File: config.mk
export PLATFORM = sky130hd
export DESIGN_NAME = pc_gen_unit
export DESIGN_NICKNAME = d
export VERILOG_FILES = /design/src/rtl/cpu_pkg.sv /design/src/rtl/pc_redirect_sel.sv /design/src/rtl/pc_gen_unit.sv
export SDC_FILE = /design/constraint.sdc
export NUM_CORES = 1
export LEC_CHECK = 0
export CAP_MARGIN = 20
export CORE_MARGIN = 5
export CORE_UTILIZATION = 33
export CTS_CLUSTER_SIZE = 8
export DETAILED_ROUTE_END_ITERATION = 10
export HOLD_SLACK_MARGIN = 0.06
export SYNTH_ARGS = -nofsm -noshare
export SYNTH_HDL_FRONTEND = slang
export SYNTH_SLANG_ARGS = --single-unit
File: constraint.sdc
create_clock -name clk -period 9.49 [get_ports clk]
set_input_delay 1.898 -clock clk [delete_from_list [all_inputs] [get_ports clk]]
set_output_delay 1.898 -clock clk [all_outputs]
set_load 0.05 [all_outputs]
File: src/rtl/cpu_pkg.sv
// Shared CPU definitions for the fetch-stage PC generator.
//   npc_op_e : next-PC source select driven by EX (3 bits; 6-7 behave as SEQ)
//   cause_e  : exception cause codes held in the cause register
//   RESET_PC_DEF / TRAP_VEC_DEF : default reset PC and trap handler entry
package cpu_pkg;

  typedef enum logic [2:0] {
    NPC_SEQ    = 3'd0,
    NPC_BRANCH = 3'd1,
    NPC_J      = 3'd2,
    NPC_JR     = 3'd3,
    NPC_TRAP   = 3'd4,
    NPC_ERET   = 3'd5
  } npc_op_e;

  typedef enum logic [1:0] {
    CAUSE_NONE     = 2'd0,
    CAUSE_TRAP     = 2'd1,
    CAUSE_MISALIGN = 2'd2
  } cause_e;

  localparam logic [31:0] RESET_PC_DEF = 32'h0000_3000;
  localparam logic [31:0] TRAP_VEC_DEF = 32'h0000_4180;

endpackage

File: src/rtl/pc_redirect_sel.sv
// Combinational redirect selector.
// Decodes the EX redirect request into a single candidate redirect.
//   npc_op_i      : next-PC operation (cpu_pkg::npc_op_e encoding)
//   zero_i        : branch condition for BRANCH
//   trap_req_i    : external exception request
//   branch_addr_i / jump_addr_i / rd0_i : BRANCH / J / JR targets
//   epc_i         : current exception PC (ERET target)
//   req_valid_o   : a redirect is requested this cycle
//   target_o      : redirect target
//   is_trap_o     : the redirect is a trap (captures epc/cause)
//   is_eret_o     : the redirect is an exception return (clears cause)
//   cause_o       : cause code to record on a trap
module pc_redirect_sel
  import cpu_pkg::*;
#(
  parameter int unsigned        ADDR_W      = 32,
  parameter int unsigned        INSTR_BYTES = 4,
  parameter logic [ADDR_W-1:0]  TRAP_VEC    = ADDR_W'(TRAP_VEC_DEF)
) (
  input  logic [2:0]        npc_op_i,
  input  logic              zero_i,
  input  logic              trap_req_i,
  input  logic [ADDR_W-1:0] branch_addr_i,
  input  logic [ADDR_W-1:0] jump_addr_i,
  input  logic [ADDR_W-1:0] rd0_i,
  input  logic [ADDR_W-1:0] epc_i,
  output logic              req_valid_o,
  output logic [ADDR_W-1:0] target_o,
  output logic              is_trap_o,
  output logic              is_eret_o,
  output logic [1:0]        cause_o
);

  // Low address bits that must be zero for an instruction-aligned target.
  localparam logic [ADDR_W-1:0] ALIGN_MASK = ADDR_W'(INSTR_BYTES - 1);

  logic              cand_valid;
  logic              cand_checked;
  logic [ADDR_W-1:0] cand_target;

  always_comb begin
    cand_valid   = 1'b0;
    cand_checked = 1'b0;
    cand_target  = '0;
    case (npc_op_i)
      NPC_BRANCH: begin
        cand_valid   = zero_i;
        cand_checked = 1'b1;
        cand_target  = branch_addr_i;
      end
      NPC_J: begin
        cand_valid   = 1'b1;
        cand_checked = 1'b1;
        cand_target  = jump_addr_i;
      end
      NPC_JR: begin
        cand_valid   = 1'b1;
        cand_checked = 1'b1;
        cand_target  = rd0_i;
      end
      NPC_ERET: begin
        cand_valid  = 1'b1;
        cand_target = epc_i;
      end
      default: ;
    endcase
  end

  always_comb begin
    req_valid_o = 1'b0;
    target_o    = '0;
    is_trap_o   = 1'b0;
    is_eret_o   = 1'b0;
    cause_o     = CAUSE_NONE;
    if (trap_req_i || (npc_op_i == NPC_TRAP)) begin
      req_valid_o = 1'b1;
      target_o    = TRAP_VEC;
      is_trap_o   = 1'b1;
      cause_o     = CAUSE_TRAP;
    end else if (cand_valid && cand_checked && ((cand_target & ALIGN_MASK) != '0)) begin
      req_valid_o = 1'b1;
      target_o    = TRAP_VEC;
      is_trap_o   = 1'b1;
      cause_o     = CAUSE_MISALIGN;
    end else if (cand_valid) begin
      req_valid_o = 1'b1;
      target_o    = cand_target;
      is_eret_o   = (npc_op_i == NPC_ERET);
    end
  end

endmodule

File: src/rtl/pc_gen_unit.sv
// Fetch-stage program-counter generator.
// Owns the fetch PC and the EPC/cause registers, and defers redirects that
// arrive while IF is stalled until the stall drops.
//   clk, rst          : clock (rising edge), async active-high reset
//   fetch_stall       : IF cannot take a new PC this cycle
//   npc_op, zero      : next-PC operation and branch condition from EX
//   branch_addr, jump_addr, rd0 : BRANCH / J / JR targets
//   ex_pc             : PC of the EX instruction, saved into epc on a trap
//   trap_req          : external exception request
//   pc, epc, cause    : fetch PC, exception PC, exception cause (registers)
//   pending           : a redirect is latched awaiting stall release
//   flush             : kill IF/ID this cycle (combinational)
module pc_gen_unit
  import cpu_pkg::*;
#(
  parameter int unsigned        ADDR_W      = 32,
  parameter int unsigned        INSTR_BYTES = 4,
  parameter logic [ADDR_W-1:0]  RESET_PC    = ADDR_W'(RESET_PC_DEF),
  parameter logic [ADDR_W-1:0]  TRAP_VEC    = ADDR_W'(TRAP_VEC_DEF)
) (
  input  logic              clk,
  input  logic              rst,
  input  logic              fetch_stall,
  input  logic [2:0]        npc_op,
  input  logic              zero,
  input  logic [ADDR_W-1:0] branch_addr,
  input  logic [ADDR_W-1:0] jump_addr,
  input  logic [ADDR_W-1:0] rd0,
  input  logic [ADDR_W-1:0] ex_pc,
  input  logic              trap_req,
  output logic [ADDR_W-1:0] pc,
  output logic [ADDR_W-1:0] epc,
  output logic [1:0]        cause,
  output logic              pending,
  output logic              flush
);

  logic [ADDR_W-1:0] pc_q, pc_d;
  logic [ADDR_W-1:0] epc_q, epc_d;
  logic [1:0]        cause_q, cause_d;
  logic              pending_q, pending_d;
  logic [ADDR_W-1:0] ptgt_q, ptgt_d;

  logic              req_valid;
  logic [ADDR_W-1:0] req_target;
  logic              req_is_trap;
  logic              req_is_eret;
  logic [1:0]        req_cause;
  logic              accepted;

  pc_redirect_sel #(
    .ADDR_W      (ADDR_W),
    .INSTR_BYTES (INSTR_BYTES),
    .TRAP_VEC    (TRAP_VEC)
  ) u_sel (
    .npc_op_i      (npc_op),
    .zero_i        (zero),
    .trap_req_i    (trap_req),
    .branch_addr_i (branch_addr),
    .jump_addr_i   (jump_addr),
    .rd0_i         (rd0),
    .epc_i         (epc_q),
    .req_valid_o   (req_valid),
    .target_o      (req_target),
    .is_trap_o     (req_is_trap),
    .is_eret_o     (req_is_eret),
    .cause_o       (req_cause)
  );

  // While a redirect is latched, younger non-trap requests come from a
  // flushed path; only traps may replace it.
  assign accepted = req_valid && (!pending_q || req_is_trap);

  always_comb begin
    pc_d      = pc_q;
    epc_d     = epc_q;
    cause_d   = cause_q;
    pending_d = pending_q;
    ptgt_d    = ptgt_q;

    if (fetch_stall) begin
      if (accepted) begin
        pending_d = 1'b1;
        ptgt_d    = req_target;
      end
    end else begin
      pending_d = 1'b0;
      if (accepted)       pc_d = req_target;
      else if (pending_q) pc_d = ptgt_q;
      else                pc_d = pc_q + ADDR_W'(INSTR_BYTES);
    end

    if (accepted && req_is_trap) begin
      epc_d   = ex_pc;
      cause_d = req_cause;
    end else if (accepted && req_is_eret) begin
      cause_d = CAUSE_NONE;
    end
  end

  always_ff @(posedge clk or posedge rst) begin
    if (rst) begin
      pc_q      <= RESET_PC;
      epc_q     <= '0;
      cause_q   <= CAUSE_NONE;
      pending_q <= 1'b0;
      ptgt_q    <= '0;
    end else begin
      pc_q      <= pc_d;
      epc_q     <= epc_d;
      cause_q   <= cause_d;
      pending_q <= pending_d;
      ptgt_q    <= ptgt_d;
    end
  end

  assign flush   = !rst && (accepted || (pending_q && !fetch_stall));
  assign pc      = pc_q;
  assign epc     = epc_q;
  assign cause   = cause_q;
  assign pending = pending_q;

endmodule

=== Word-level counts from Yosys, hierarchy flattened ===
Index checks and enable logic that the tools add are counted.

* Add/subtract/negate cells: 1
* Eq/ne operators: 6
* Muxes and demuxes: 22
* Reduce and logical (&&, ||, !) cells: 18

{| class="wikitable"
|+ Operators with widths
! kind !! number
|-
| 32-bit 2-to-1 mux || 5
|-
| 32-bit one-hot mux with 4 select lines || 1
|-
| 32-bit by 3-bit adder with 32-bit output, second input constant || 1
|-
| 32-bit nonzero test || 1
|-
| 1-bit 2-to-1 mux || 11
|-
| 2-bit 2-to-1 mux || 4
|-
| 1-bit logical AND || 7
|-
| 3-bit by 2-bit equality test with 1-bit output, second input constant || 2
|-
| 3-bit equality test, second input constant || 2
|-
| 3-bit OR reduction || 2
|-
| 3-bit by 1-bit equality test with 1-bit output, second input constant || 1
|-
| 1-bit zero test || 3
|-
| 1-bit logical OR || 3
|-
| 2-bit by 1-bit != test with 1-bit output, second input constant || 1
|-
| 1-bit one-hot mux with 2 select lines || 1
|-
| 2-bit AND reduction || 1
|-
| 2-bit nonzero test || 1
|}

* Register bits: 99
* Output and inout port bits: 68
* Logic and storage cells: 52

=== Longest topological paths before layout ===
* Depth after elaboration: 12
* Depth in mapped cells: 11

=== Cells and area by module ===
From an unflattened synthesis, not the netlist that was laid out.

* Cell total of the unflattened synthesis: 626
* Area, all modules: 6,107.1 um2

{| class="wikitable"
|+ By module, submodules not included
! module !! times used !! cells an instance !! area each (um2) !! sequential area each (um2)
|-
| pc_gen_unit || 1 || 478 || 5,014.8 || 2,479.9
|-
| pc_redirect_sel || 1 || 148 || 1,092.3 || 0.0
|}

=== Worst setup path before layout ===
No wires, ideal clock.

* Kind: input port to output port
* From: in npc_op[2]
* To: out flush
* Arrival: 4.029 ns
* Slack: 3.563 ns
* Cell stages on the path: 8
* Cells stage by stage: buf_2 -> nand2b_1 -> clkbuf_1 -> o22a_1 -> a32oi_1 -> nor2_1 -> clkbuf_1 -> a21oi_1

* Cells in the longest elaborated chain, start to end: 11
* Elaborated cells on any way between the ends: 23
* Classes of those cells: 5 x eq/ne; 8 x mux; 10 x reduce/logical

{| class="wikitable"
|+ Ends and longest elaborated chain
! element !! line !! RTL
|-
| start: declaration || pc_gen_unit.sv:24 || <nowiki>input logic [2:0] npc_op,</nowiki>
|-
| branches (longest 8 deep; another with 32-bit one-hot mux with 4 select lines) || n/a ||
|-
| 1-bit logical AND * || pc_gen_unit.sv:72 || <nowiki>assign accepted = req_valid && (!pending_q || req_is_trap);</nowiki>
|-
| 1-bit logical OR * || pc_gen_unit.sv:117 || <nowiki>assign flush = !rst && (accepted || (pending_q && !fetch_stall));</nowiki>
|-
| 1-bit logical AND * || pc_gen_unit.sv:117 ||
|-
| end: declaration || pc_gen_unit.sv:35 || <nowiki>output logic flush</nowiki>
|}

Mark *: on every way between the ends.

=== Worst setup path after layout ===
Ends and elaborated chain as after synthesis.

==> flow_metrics.py <==
metrics = {
    "clocking": {
        "htree_levels": 3,
        "cts-buffers-inserted": 9,
        "postCtsResizedCells": 0,
        "cts_tree": "yes",
        "postCtsHoldBufs": 0,
        "clk-insertion-delay-late_ps": 360,
        "cts.sinks": 99,
        "cts-root-to-sink-buffers": 2,
        "cts_setup_buffers": 0,
        "cts_root_buffer": "clkbuf_16",
        "clkTransAtPathRegs_ps": 80,
    },
    "synth": {
        "synth_ff_type": "dfrtp_1",
        "syn-num-nets": 836,
        "synthAdderAreaFrac_pct": 0.209,
        "synth-xor-area-share_pct": 4.22,
        "synth_top_family_by_area": "compound AO/OA/AOI/OAI gates",
        "ys_seq_elements": 99,
        "synth_cell_types": 60,
        "synthMuxAreaShare_pct": 6.75,
        "synthSimpleGateAreaFrac_pct": 21.0,
        "synth_compound_area_share_pct": 22.2,
        "avgSynthCellArea_sq_um": 8.56,
        "synthArstFlopShare_pct": 100,
        "syn_inst": 699,
        "syn_area_sq_mm": 0.00598,
        "yosysWarnings": 0,
        "synth-edff-count": 0,
        "ys_seq_area_share_pct": 41.4,
    },
    "global_routing": {
        "grt_pass1_vias": 5925,
        "antenna_found_initial": 0,
        "grt_max_degree": 71,
        "overflow": 0,
        "grt_pass1_wl_um": 35100,
        "grtUsageTotal_pct": 22.2,
    },
    "floorplan": {
        "die_area_sq_mm": 0.0209,
        "start_util_pct": 33.4,
        "ios": 204,
        "die_h_um": 145,
        "coreArea_sq_mm": 0.0179,
        "dieWidth_um": 145,
        "num_rows": 49,
    },
    "power": {
        "p_int_mw": 0.838,
        "p_switching_mw": 0.508,
        "switching_share_pct": 37.7,
        "irDropWorstVdd_mv": 0.106,
        "seq_power_share_pct": 38.4,
        "powerDensity_mw_per_mm2": 158,
        "pwr-share-comb_pct": 33.3,
        "pwr-share-clk_pct": 28.4,
        "p_leak_nw": 3.53,
    },
    "detailed_routing": {
        "wl_per_cell_um": 20.9,
        "via_per_inst": 5.40,
        "dr.pass1.iters": 5,
        "remaining_drc_errors": 0,
        "drt-initial-drc-count": 565,
        "drtAntennaViolNets": 0,
        "wirelength_um": 23200,
        "vias": 5985,
    },
    "timing": {
        "relSlewSlack_pct": 32.1,
        "rsz0062_at_grt": "no",
        "setup_viol": 0,
        "worst_slack_ps": 2200,
        "period_share_pct": 76.8,
        "hold_violations": 0,
        "layout_min_cycle_time_ps": 7290,
        "worst_pin_slew_ps": 1010,
        "fin_skew_ps": 9.14,
        "maxSlewViolCount": 0,
        "fmax_ghz": 0.137,
        "tns_ps": 0,
    },
    "hold_path": {
        "min_from": "ptgt_q[20]",
        "min_path_type": "flip-flop to flip-flop",
        "holdPathStages": 2,
    },
    "setup_path": {
        "worstSetupEndpointType": "output port",
        "start_kind": "primary input",
        "cp-startpoint": "npc_op[2]",
        "critPathKind": "primary input to output port",
        "crit_fanout": 24,
        "cp.required_ps": 7590,
        "reg2reg_from": "pending",
        "r2r_cells": 7,
        "arrival_ps": 5390,
    },
    "finish": {
        "fin_nets": 1012,
        "layout-drive-gt1-share_pct": 6.70,
        "layout.cells.non_filler": 1109,
        "design_area_sq_mm": 0.00850,
        "fill_cells": 1772,
        "num_antenna_cells": 0,
        "area_delta_synth_final_pct": 42.1,
    },
    "flow_run": {
        "cap_viol_max_count": 0,
    },
    "placement": {
        "gp_congestion": 0.866,
        "dpl.cell_count": 1093,
        "place_ws_ps": 2210,
        "port_buffers": 203,
        "place_area_sq_mm": 0.00820,
        "hpwl_um": 17800,
    },
    "run_status": {
        "status": "complete, no violations",
    },
}
[routing by layer]
| layer | GRT usage, % | wire length (um) | up-vias |
|---|---|---|---|
| li1 | - | - | 2881 |
| met1 | 29.4 | 9850 | 2818 |
| met2 | 35.6 | 10800 | 259 |
| met3 | 6.34 | 2040 | 27 |
| met4 | 6.19 | 486 | 0 |
| met5 | 0 | 0 | - |
[worst max-delay path: stages]
cell and delay, ps:
clkdlybuf4s50_1 830, nand2b_1 500, o22a_1 310, a32oi_1 560, nor2_1 80, buf_4 240
a21oi_1 150, clkdlybuf4s50_1 820
[logic make-up (layout without fill, tap and decap cells)]
logic type / Yosys count / count (layout)
fa+ha+maj: 1 / 1
buf+inv: 62 / 243
xor+xnor: 28 / 28
mux: 38 / 38
simple gates: 283 / 283
compound gates: 188 / 188
flops: 99 / 99
[sequential cells by signal (all words and copies together), names as in the netlist]
register / count
pending: 1
pc: 32
cause: 2
epc: 32
ptgt_q: 32
[power groups by stage]
stage	Combinational, mW	Sequential (mW)	Clock [mW]
6_report	0.448	0.517	0.382
5_1_grt	0.478	0.524	0.405
4_1_cts	0.450	0.516	0.387
3_5_place_dp	0.449	0.524	0
3_3_place_gp	0.448	0.524	0
2_1_floorplan	0.152	0.626	0
[through the flow]
step / total power [mW] / hold slack, ps / utilization, %
after detailed placement: 0.973 / 461 / 45.8
after floorplan: 0.778 / 441 / -
after CTS: 1.35 / 479 / 47.5
after global placement: 0.972 / 453 / 45.8
final: 1.35 / 481 / 47.5
after global routing: 1.41 / 502 / 47.5
[layout by cell type (no fill, tap or decap), types with 5 or more instances in the layout]
cell / instances
clkdlybuf4s50_1: 203
nand2_1: 163
dfrtp_1: 97
o21ai_0: 38
nor2_1: 38
a21oi_1: 24
a22oi_1: 23
mux2i_1: 19
mux2_2: 19
nand3_1: 18
xnor2_1: 15
o22ai_1: 15
buf_4: 13
nor3_1: 12
xor2_1: 12
and3_1: 12
a22o_1: 11
a2bb2oi_1: 11
o31ai_1: 10
a222oi_1: 10
nand2b_1: 9
clkbuf_16: 9
inv_1: 7
nor2b_1: 7
a211oi_1: 6
nand4_1: 5
[final cells by class]
| type | instances | area (sq um) | area share [%] |
|---|---|---|---|
| inverter | 11 | 43.8 | 0.515 |
| sequential | 99 | 2480 | 29.2 |
| clock buffer | 11 | 253 | 2.97 |
| tap | 229 | 287 | 3.37 |
| clock inverter | 5 | 45.0 | 0.530 |
| multi-input combinational | 538 | 3260 | 38.4 |
| timing repair buffer | 216 | 2130 | 25.0 |
[cell usage after synthesis (12+ instances only)]
library cell  number  share of area [%]
mux2i_1           19                3.2
mux2_2            19                3.6
a21oi_1           24                2.0
nor2_1            39                2.4
clkbuf_1          33                2.1
xor2_1            12                1.8
o21ai_0           38                3.2
nand3_1           18                1.5
o22ai_1           15                1.6
buf_2             16                1.3
nor3_1            12                1.0
a22oi_1           23                2.9
xnor2_1           15                2.2
dfrtp_1           97                 41
and3_1            12                1.3
nand2_1          163                 10
[path summary, 6_finish.rpt]
kind | to | slack (ps)
max in group asynchronous | pc[29] | 6330
min | ptgt_q[20] | 480
min reg2reg | ptgt_q[20] | 480
max | flush | 2200
max reg2reg | pc[0] | 6590
min in group asynchronous | ptgt_q[5] | 1910
Power figures use the tool's default switching activity.
